### config.mk
export PLATFORM = sky130hd
export DESIGN_NAME = atm_session_ctrl_flat
export DESIGN_NICKNAME = d
export VERILOG_FILES = /design/src/rtl/atm_session_ctrl_if.sv /design/src/rtl/atm_session_ctrl.sv /design/src/flat_wrapper.sv
export SDC_FILE = /design/constraint.sdc
export NUM_CORES = 1
export LEC_CHECK = 0
export ABC_AREA = 0
export CAP_MARGIN = 5
export CELL_PAD_IN_SITES_DETAIL_PLACEMENT = 0
export CELL_PAD_IN_SITES_GLOBAL_PLACEMENT = 2
export CORE_MARGIN = 5
export CORE_UTILIZATION = 29
export CTS_BUF_LIST = sky130_fd_sc_hd__clkbuf_4 sky130_fd_sc_hd__clkbuf_8
export DETAILED_ROUTE_END_ITERATION = 16
export GPL_ROUTABILITY_DRIVEN = 1
export PLACE_DENSITY = 0.8
export SLEW_MARGIN = 20
export SYNTH_ARGS = -nofsm -noshare
export SYNTH_HDL_FRONTEND = slang
export SYNTH_SLANG_ARGS = --single-unit
### constraint.sdc
create_clock -name clk -period 3.85 [get_ports clk]
set_input_delay 0.9625 -clock clk [delete_from_list [all_inputs] [get_ports clk]]
set_output_delay 0.9625 -clock clk [all_outputs]
set_load 0.05 [all_outputs]
### src/rtl/atm_session_ctrl_if.sv
// rtl/atm_session_ctrl_if.sv - front-end/account-store signal bundle for atm_session_ctrl
// master = card/keypad front end and account store, slave = session controller.
interface atm_session_ctrl_if #(
  parameter int CARD_W = 8,
  parameter int PIN_W  = 4,
  parameter int BAL_W  = 8,
  parameter int AMT_W  = 5
);
  logic              card_valid;
  logic [CARD_W-1:0] cardno;
  logic [1:0]        language;
  logic [PIN_W-1:0]  correctPin;
  logic [BAL_W-1:0]  currentbalance;
  logic              pin_valid;
  logic [PIN_W-1:0]  pin;
  logic              req_valid;
  logic [1:0]        service;
  logic [AMT_W-1:0]  amount;
  logic              anotherServiceBit;
  logic [BAL_W-1:0]  balance;
  logic              amIhere;
  logic              longTime;
  logic              done;
  logic [2:0]        err;
  logic              card_retained;
  logic              session_end;

  modport master (
    output card_valid, cardno, language, correctPin, currentbalance,
    output pin_valid, pin, req_valid, service, amount, anotherServiceBit,
    input  balance, amIhere, longTime, done, err, card_retained, session_end
  );

  modport slave (
    input  card_valid, cardno, language, correctPin, currentbalance,
    input  pin_valid, pin, req_valid, service, amount, anotherServiceBit,
    output balance, amIhere, longTime, done, err, card_retained, session_end
  );
endinterface

### src/rtl/atm_session_ctrl.sv
// rtl/atm_session_ctrl.sv - ATM session controller: card check, PIN retry, transaction chain, idle timeout
// Owns one session from card insertion to eject and reports the commit balance on session_end.
module atm_session_ctrl #(
  parameter int CARD_W    = 8,
  parameter int PIN_W     = 4,
  parameter int BAL_W     = 8,
  parameter int AMT_W     = 5,
  parameter int MAX_TRIES = 3,
  parameter int TIMEOUT   = 16,
  parameter int MAX_TXN   = 4
) (
  input logic              clk,
  input logic              rst,
  atm_session_ctrl_if.slave bus
);
  localparam int TRY_W = $clog2(MAX_TRIES + 1);
  localparam int TXN_W = $clog2(MAX_TXN + 1);
  localparam int TMR_W = $clog2(TIMEOUT);
  localparam logic [TRY_W-1:0] TRY_LIMIT = TRY_W'(MAX_TRIES);
  localparam logic [TXN_W-1:0] TXN_LIMIT = TXN_W'(MAX_TXN);
  localparam logic [TMR_W-1:0] TMR_LAST  = TMR_W'(TIMEOUT - 1);

  typedef enum logic [1:0] {IDLE, AUTH, MENU, EXEC} state_t;

  state_t             state_q, state_d;
  logic [BAL_W-1:0]   bal_q, bal_d;
  logic [PIN_W-1:0]   pin_q, pin_d;
  logic [TRY_W-1:0]   tries_q, tries_d;
  logic [TXN_W-1:0]   txn_q, txn_d;
  logic [TMR_W-1:0]   tmr_q, tmr_d;
  logic [1:0]         svc_q, svc_d;
  logic [AMT_W-1:0]   amt_q, amt_d;
  logic               another_q, another_d;
  logic               done_q, done_d;
  logic [2:0]         err_q, err_d;
  logic               long_q, long_d;
  logic               retain_q, retain_d;
  logic               send_q, send_d;

  logic [BAL_W:0]     sum;
  logic [BAL_W-1:0]   amt_ext;
  logic [TRY_W-1:0]   tries_inc;
  logic [TXN_W-1:0]   txn_inc;

  // Deposit is evaluated one bit wider so overflow is detected instead of wrapping.
  assign sum       = {1'b0, bal_q} + (BAL_W + 1)'(amt_q);
  assign amt_ext   = BAL_W'(amt_q);
  assign tries_inc = tries_q + TRY_W'(1);
  assign txn_inc   = txn_q + TXN_W'(1);

  always_ff @(posedge clk or posedge rst) begin
    if (rst) begin
      state_q   <= IDLE;
      bal_q     <= '0;
      pin_q     <= '0;
      tries_q   <= '0;
      txn_q     <= '0;
      tmr_q     <= '0;
      svc_q     <= '0;
      amt_q     <= '0;
      another_q <= 1'b0;
      done_q    <= 1'b0;
      err_q     <= 3'd0;
      long_q    <= 1'b0;
      retain_q  <= 1'b0;
      send_q    <= 1'b0;
    end else begin
      state_q   <= state_d;
      bal_q     <= bal_d;
      pin_q     <= pin_d;
      tries_q   <= tries_d;
      txn_q     <= txn_d;
      tmr_q     <= tmr_d;
      svc_q     <= svc_d;
      amt_q     <= amt_d;
      another_q <= another_d;
      done_q    <= done_d;
      err_q     <= err_d;
      long_q    <= long_d;
      retain_q  <= retain_d;
      send_q    <= send_d;
    end
  end

  always_comb begin
    state_d   = state_q;
    bal_d     = bal_q;
    pin_d     = pin_q;
    tries_d   = tries_q;
    txn_d     = txn_q;
    tmr_d     = tmr_q;
    svc_d     = svc_q;
    amt_d     = amt_q;
    another_d = another_q;
    done_d    = 1'b0;
    err_d     = err_q;
    long_d    = 1'b0;
    retain_d  = 1'b0;
    send_d    = 1'b0;

    case (state_q)
      IDLE: begin
        if (bus.card_valid) begin
          if (bus.cardno == {CARD_W{1'b0}} || bus.language == 2'b00) begin
            done_d = 1'b1;
            err_d  = 3'd4;
          end else begin
            state_d = AUTH;
            pin_d   = bus.correctPin;
            bal_d   = bus.currentbalance;
            tries_d = '0;
            txn_d   = '0;
            tmr_d   = '0;
          end
        end
      end

      AUTH: begin
        if (bus.pin_valid) begin
          tmr_d = '0;
          if (bus.pin == pin_q) begin
            state_d = MENU;
          end else begin
            done_d  = 1'b1;
            err_d   = 3'd1;
            tries_d = tries_inc;
            if (tries_inc == TRY_LIMIT) begin
              retain_d = 1'b1;
              state_d  = IDLE;
            end
          end
        end else if (tmr_q == TMR_LAST) begin
          long_d  = 1'b1;
          state_d = IDLE;
        end else begin
          tmr_d = tmr_q + TMR_W'(1);
        end
      end

      MENU: begin
        if (bus.req_valid) begin
          state_d   = EXEC;
          svc_d     = bus.service;
          amt_d     = bus.amount;
          another_d = bus.anotherServiceBit;
          tmr_d     = '0;
        end else if (tmr_q == TMR_LAST) begin
          long_d  = 1'b1;
          send_d  = 1'b1;
          state_d = IDLE;
        end else begin
          tmr_d = tmr_q + TMR_W'(1);
        end
      end

      EXEC: begin
        done_d = 1'b1;
        err_d  = 3'd0;
        txn_d  = txn_inc;
        case (svc_q)
          2'b01: begin
            if (sum[BAL_W]) err_d = 3'd3;
            else            bal_d = sum[BAL_W-1:0];
          end
          2'b10: begin
            if (amt_ext > bal_q) err_d = 3'd2;
            else                 bal_d = bal_q - amt_ext;
          end
          default: err_d = 3'd0;
        endcase
        // Rejected requests still count toward the per-session transaction cap.
        if (another_q && svc_q != 2'b11 && txn_inc < TXN_LIMIT) begin
          state_d = MENU;
          tmr_d   = '0;
        end else begin
          state_d = IDLE;
          send_d  = 1'b1;
        end
      end

      default: state_d = IDLE;
    endcase
  end

  assign bus.balance       = bal_q;
  assign bus.amIhere       = (state_q == MENU) || (state_q == EXEC);
  assign bus.longTime      = long_q;
  assign bus.done          = done_q;
  assign bus.err           = err_q;
  assign bus.card_retained = retain_q;
  assign bus.session_end   = send_q;
endmodule
### src/flat_wrapper.sv
// flat-port wrapper written by rule: the top's interface ports become plain ports
module atm_session_ctrl_flat 
#(
  parameter int CARD_W    = 8,
  parameter int PIN_W     = 4,
  parameter int BAL_W     = 8,
  parameter int AMT_W     = 5,
  parameter int MAX_TRIES = 3,
  parameter int TIMEOUT   = 16,
  parameter int MAX_TXN   = 4
)
  (clk, rst, bus_card_valid, bus_cardno, bus_language, bus_correctPin, bus_currentbalance, bus_pin_valid, bus_pin, bus_req_valid, bus_service, bus_amount, bus_anotherServiceBit, bus_balance, bus_amIhere, bus_longTime, bus_done, bus_err, bus_card_retained, bus_session_end);
  atm_session_ctrl_if #(.CARD_W(CARD_W), .PIN_W(PIN_W), .BAL_W(BAL_W), .AMT_W(AMT_W)) bus_i ();
  input logic clk;
  input logic rst;
  input wire logic [$bits(bus_i.card_valid)-1:0] bus_card_valid;
  input wire logic [$bits(bus_i.cardno)-1:0] bus_cardno;
  input wire logic [$bits(bus_i.language)-1:0] bus_language;
  input wire logic [$bits(bus_i.correctPin)-1:0] bus_correctPin;
  input wire logic [$bits(bus_i.currentbalance)-1:0] bus_currentbalance;
  input wire logic [$bits(bus_i.pin_valid)-1:0] bus_pin_valid;
  input wire logic [$bits(bus_i.pin)-1:0] bus_pin;
  input wire logic [$bits(bus_i.req_valid)-1:0] bus_req_valid;
  input wire logic [$bits(bus_i.service)-1:0] bus_service;
  input wire logic [$bits(bus_i.amount)-1:0] bus_amount;
  input wire logic [$bits(bus_i.anotherServiceBit)-1:0] bus_anotherServiceBit;
  output wire logic [$bits(bus_i.balance)-1:0] bus_balance;
  output wire logic [$bits(bus_i.amIhere)-1:0] bus_amIhere;
  output wire logic [$bits(bus_i.longTime)-1:0] bus_longTime;
  output wire logic [$bits(bus_i.done)-1:0] bus_done;
  output wire logic [$bits(bus_i.err)-1:0] bus_err;
  output wire logic [$bits(bus_i.card_retained)-1:0] bus_card_retained;
  output wire logic [$bits(bus_i.session_end)-1:0] bus_session_end;
  assign bus_i.card_valid = bus_card_valid;
  assign bus_i.cardno = bus_cardno;
  assign bus_i.language = bus_language;
  assign bus_i.correctPin = bus_correctPin;
  assign bus_i.currentbalance = bus_currentbalance;
  assign bus_i.pin_valid = bus_pin_valid;
  assign bus_i.pin = bus_pin;
  assign bus_i.req_valid = bus_req_valid;
  assign bus_i.service = bus_service;
  assign bus_i.amount = bus_amount;
  assign bus_i.anotherServiceBit = bus_anotherServiceBit;
  assign bus_balance = bus_i.balance;
  assign bus_amIhere = bus_i.amIhere;
  assign bus_longTime = bus_i.longTime;
  assign bus_done = bus_i.done;
  assign bus_err = bus_i.err;
  assign bus_card_retained = bus_i.card_retained;
  assign bus_session_end = bus_i.session_end;
  atm_session_ctrl #(.CARD_W(CARD_W), .PIN_W(PIN_W), .BAL_W(BAL_W), .AMT_W(AMT_W), .MAX_TRIES(MAX_TRIES), .TIMEOUT(TIMEOUT), .MAX_TXN(MAX_TXN)) u_core (.clk(clk), .rst(rst), .bus(bus_i));
endmodule
Word level (Yosys, flattened, before mapping)
Cells that the tools add are included.
- flip-flop bits (word level): 38
- bits of input ports: 39
- output and inout bits: 16
- mux-type cells: 53
- bitwise logic cells: 1
- eq/ne operators: 19
- reductions and logical operators: 18
- $lt $le $gt $ge: 2
- add/sub/neg operators: 5
- operators by type and width (cell ; number):
    $mux W8 ; 4
    $pmux W8 S2 ; 2
    $mux W2 ; 14
    $mux W4 ; 6
    $mux W3 ; 6
    $pmux W4 S4 ; 1
    $mux W1 ; 12
    $pmux W3 S2 ; 2
    $reduce_and A3 Y1 ; 4
    $ne A2 B2 Y1 const B ; 5
    $reduce_and A5 Y1 ; 2
    $add A8 B5 Y9 ; 1
    $ne A3 B3 Y1 const B ; 3
    $pmux W3 S3 ; 1
    $eq A2 B2 Y1 const B ; 4
    $gt A5 B8 Y1 ; 1
    $logic_not A8 Y1 ; 1
    $pmux W2 S4 ; 1
    $sub A8 B5 Y8 ; 1
    $reduce_and A6 Y1 ; 1
    $add A4 B1 Y4 const B ; 1
    $eq A2 B1 Y1 const B ; 2
    $eq A4 B4 Y1 ; 1
    $eq A4 B4 Y1 const B ; 1
    other kinds (15) ; 21

Logic depth before layout (Yosys ltp)
- depth after elaboration: 6
- depth in mapped cells: 9
- gate-level depth less buffers: 9

Worst setup path after synthesis
Ideal clock, no wire load.
- path type: reg-to-reg
- from: register u_core.bal_q[0], in the netlist u_core.bus.balance[0]
- to: register u_core.bal_q[6], in the netlist u_core.bus.balance[6]
- slack: 1100 ps
- data required time: 3784 ps
- buffers on the path: 0
- arrival time: 2684 ps
- stages on the path, launching flop included: 10
- cells stage by stage: dfrtp_1 -> inv_1 -> ha_1 -> fa_1 -> and2b_1 -> o31a_1 -> nor3_4 -> or3_2 -> a221oi_1 -> o22a_1
- cells in the longest elaborated chain, start to end: 4
- RTL lines (item ; RTL line ; source):
    start, declared ; atm_session_ctrl.sv:26 ; logic [BAL_W-1:0] bal_q, bal_d;
    start signal, assigned ; atm_session_ctrl.sv:69 ; bal_q <= bal_d;
    $sub A8 B5 Y8 / $add A8 B5 Y9 (equally long branches) ; atm_session_ctrl.sv:167, atm_session_ctrl.sv:46 ;
    $mux W8 (on tied branches) ; atm_session_ctrl.sv:166, atm_session_ctrl.sv:162 ;
    $pmux W8 S2 ; atm_session_ctrl.sv:160 ; case (svc_q)
    $pmux W8 S2 ; atm_session_ctrl.sv:101 ; case (state_q)
Several ways; a longest one is shown, not always the timed one. The select of a mux whose other input is x is not followed.
A chain may end at the register's enable or synchronous reset.

Worst setup path in the final report
- from: input port bus_cardno[4]
- to: register u_core.tmr_q[0]
- cells in the longest elaborated chain, start to end: 4
- RTL lines (item ; RTL line ; source):
    start, declared ; flat_wrapper.sv:17 ; input wire logic [$bits(bus_i.cardno)-1:0] bus_cardno;
    $logic_not A8 Y1 ; atm_session_ctrl.sv:104 ; if (bus.cardno == {CARD_W{1'b0}} || bus.language == 2'b00) begin
    $logic_or A1 B1 Y1 ; atm_session_ctrl.sv:104 ;
    $ne A2 B2 Y1 (no source line) ; -- ;
    $reduce_and A3 Y1 (no source line) ; -- ;
    end signal, assigned ; atm_session_ctrl.sv:73 ; tmr_q <= tmr_d;
    end, declared ; atm_session_ctrl.sv:30 ; logic [TMR_W-1:0] tmr_q, tmr_d;
No other way between the ends.

==> impl_results.md <==
- Site Rows: 34
- GR Overflow Total: 0
- Cell area after synthesis: 2540 sq um
- Clock Root Buffer: clkbuf_8
- Post-route DRC: 0
- CP required: 4.06 ns
- Hold/Removal Path Class: flip-flop to flip-flop
- Post-Route WL: roughly 6300 um
- Slew headroom: 39.6%
- Lkg Pwr: 1.45 nW
- Fill count: 892
- Asr flop ratio synth: 100%
- Seq/Total Area, Yosys: 37.4%
- Reg2Reg Depth: 8
- Layout Nets: 380
- Setup crit end kind: flip-flop
- Maximum Capacitance Violations: 0
- Ports: between 50 and 60
- Setup Fix Bufs, Post-CTS: 0
- Clk slew on worst S/H paths: 0.08 ns
- CTS tree: yes
- Clock sink total: 38
- RSZ-0062 raised after global routing: false
- Post-layout instance area: between 3000 and 4000 sq um
- Actual slew at the worst max-slew pin: 0.905 ns
- Fin crit period: approximately 3.0 ns
- Hold_buf cts: 0
- Post-synthesis mux area share: 9.50%
- Fin crit share: 77.9%
- Buffers on Ports: 54
- Post-DP Area: 3200 sq um
- First-pass GRT wire length: 10,900 um
- Clk_skew: 0.00858 ns
- Initial core utilization: ~29%
- Largest net degree at the start of global routing: 23
- Routability Congestion: 0.759
- Worst IR Drop VDD: 0.299 mV
- Synth Instances: about 260
- Avg WL per Cell: 14.7 um
- Yosys cell types: 57
- Core Area: 8640 sq um
- 1st-pass router iterations: 4
- Max FO, Critical Path: 11
- Primary FF master, synth: dfrtp_1
- Post-synthesis simple-gate area fraction: 16.5%
- Utilization after layout: 38.1%
- N_diodes: 0
- Largest family of logic cells by synthesized area: compound AO/OA/AOI/OAI gates
- Die area: 10,700 sq um
- Worst hold path depth: 1
- Mean Syn Cell Area: 9.63 sq um
- Crit path launch type: primary input
- Initial antenna violation count: 0
- Compound-Gate Fraction of Synth Area: 18.3%
- Commonest non-fill, non-tap cell in the layout: clkdlybuf4s50_1
- Area grow syn2layout: 29.4%
- H-Tree Depth: 2
- PostCTS Resize Cnt: 0
- F_max: 333 MHz
- Longest Clk Path Bufs: 2
- Synth warn: 0
- Die X: 104 um
- Final TNS setup: 0 ns
- Fraction of layout cells with a size suffix above 1: between 10% and 20%
- Clock latency on the worst-skew pair: 0.29 ns
- Final Setup Violations: 0
- Adder-Cell Fraction of Synth Area: 11.4%
- Final slew viol count: 0
- Inst Count DP: 420
- Vias per inst: 4.99
- Critical path class: primary input to flip-flop
- Total GRT Usage: 12.1%
- Final hold violations: 0
- Post-synth EDFFs: 0
- Seq cells post-synth: 38
- Worst EP arrival: approximately 3.2 ns
- DR vias: roughly 2,100
- Most frequent cells in the layout: 54 x clkdlybuf4s50_1, 38 x dfrtp_1, 21 x nor2_1
- Final Power: 2.51 mW
- Routed Antenna Nets: 0
- Die Y: 104 um
- Hpwl dp: 4840 um
- Post-route insts no fill: 428
- Vias in the first global route: 2,288
- Pwr per Cell Area: around 760 nW/um^2
- Status: finished clean
- Syn_nets: around 330
- CTS Buf Count: 5
- Internal reg-to-reg setup slack: 1.17 ns
- Iteration-0 DRC Markers: a little over 60
- Post-Synth XOR/XNOR Area: between 2 and 2.5%
[through the flow]
| step | hold WS (ns) | setup WS (ns) |
|---|---|---|
| after global routing | 0.527 | 0.569 |
| after detailed placement | 0.488 | 0.512 |
| after CTS | 0.502 | 0.824 |
| after global placement | 0.487 | 0.608 |
| after floorplan | 0.460 | 1.10 |
| final | 0.504 | 0.850 |
[Yosys cell counts, types with 2 or more instances]
cell type	number	area, sq um
nand4_1	2	12.5
o31ai_1	5	37.5
clkbuf_1	4	15.0
inv_1	20	75.1
o211ai_1	3	22.5
nand2b_1	4	25.0
o21ai_0	17	85.1
o21a_1	6	45.0
buf_2	3	15.0
fa_1	2	40.0
a31oi_1	5	31.3
nand2_1	20	75.1
o22a_1	3	26.3
nor4_1	2	12.5
dfrtp_1	38	951
ha_1	20	250
nor3b_1	2	15.0
and3_1	3	18.8
xnor2_1	2	17.5
nor2b_1	6	37.5
mux2i_1	5	50.1
nand3_1	3	15.0
nand4b_1	2	17.5
nor2_1	21	78.8
a22o_1	3	26.3
mux2_2	17	191
or4_1	2	15.0
a21oi_1	12	60.1
xor2_1	4	35.0
[critical path, stage by stage]
cell and delay, ns:
clkdlybuf4s50_1 0.45, or4_1 0.11, o22ai_2 0.11, o21ai_1 0.72
nand2_1 0.25, or3_1 0.43, o21ai_0 0.16
[metal layers]
layer	track usage, %	wire length, um	vias up	share of wire, %
li1	-	-	1050	-
met1	15.7	2830	1049	45
met2	20.2	3160	34	50
met3	2.99	246	4	3.9
met4	2.72	42	0	0.67
met5	0	0	-	0
[flip-flops by register name, summed over array words and instances (netlist names)]
| signal | count |
|---|---|
| u_core.amt_q | 5 |
| u_core.bus.longTime | 1 |
| u_core.bus.session_end | 1 |
| u_core.txn_q | 3 |
| u_core.tries_q | 2 |
| u_core.pin_q | 4 |
| u_core.another_q | 1 |
| u_core.bus.balance | 8 |
| u_core.bus.done | 1 |
| u_core.svc_q | 2 |
| u_core.state_q | 2 |
| u_core.bus.card_retained | 1 |
| u_core.tmr_q | 4 |
| u_core.bus.err | 3 |
[path summary, 6_finish.rpt]
check                                           start                    end
worst max-delay path                    bus_cardno[4]        u_core.tmr_q[0]
worst min-delay path                  u_core.txn_q[0]        u_core.txn_q[0]
worst max register to register  u_core.bus.balance[0]  u_core.bus.balance[6]
worst min register to register        u_core.txn_q[0]        u_core.txn_q[0]
max in group asynchronous                         rst        u_core.txn_q[1]
min in group asynchronous                         rst      u_core.bus.err[0]
[area by class of cell]
type                            instances  area [sq um]  share of cell area (%)
Clock buffer                            6          82.6                    2.51
Clock inverter                          2          12.5                   0.380
Inverter                               21          78.8                    2.40
Multi-Input combinational cell        196          1470                    44.6
Sequential cell                        38           951                    28.9
Tap cell                              108           135                    4.11
Timing Repair Buffer                   57           563                    17.1
[power breakdown]
group          leakage [nW]  internal (mW)  switching (mW)
logic                 0.920          0.651           0.871
registers             0.479          0.548           0.144
clock network        0.0472          0.144           0.156
total                  1.45           1.34            1.17
[logic make-up (layout without fill, tap and decap cells)]
group / after synthesis / count (layout)
XOR/XNOR: 6 / 6
multiplexers: 22 / 22
flip-flops: 38 / 38
AND/OR/NAND/NOR: 78 / 78
buffers and inverters: 30 / 86
adder cells (fa/ha/maj): 22 / 22
AO/OA/AOI/OAI: 68 / 68
(Power assumes the default switching activity.)
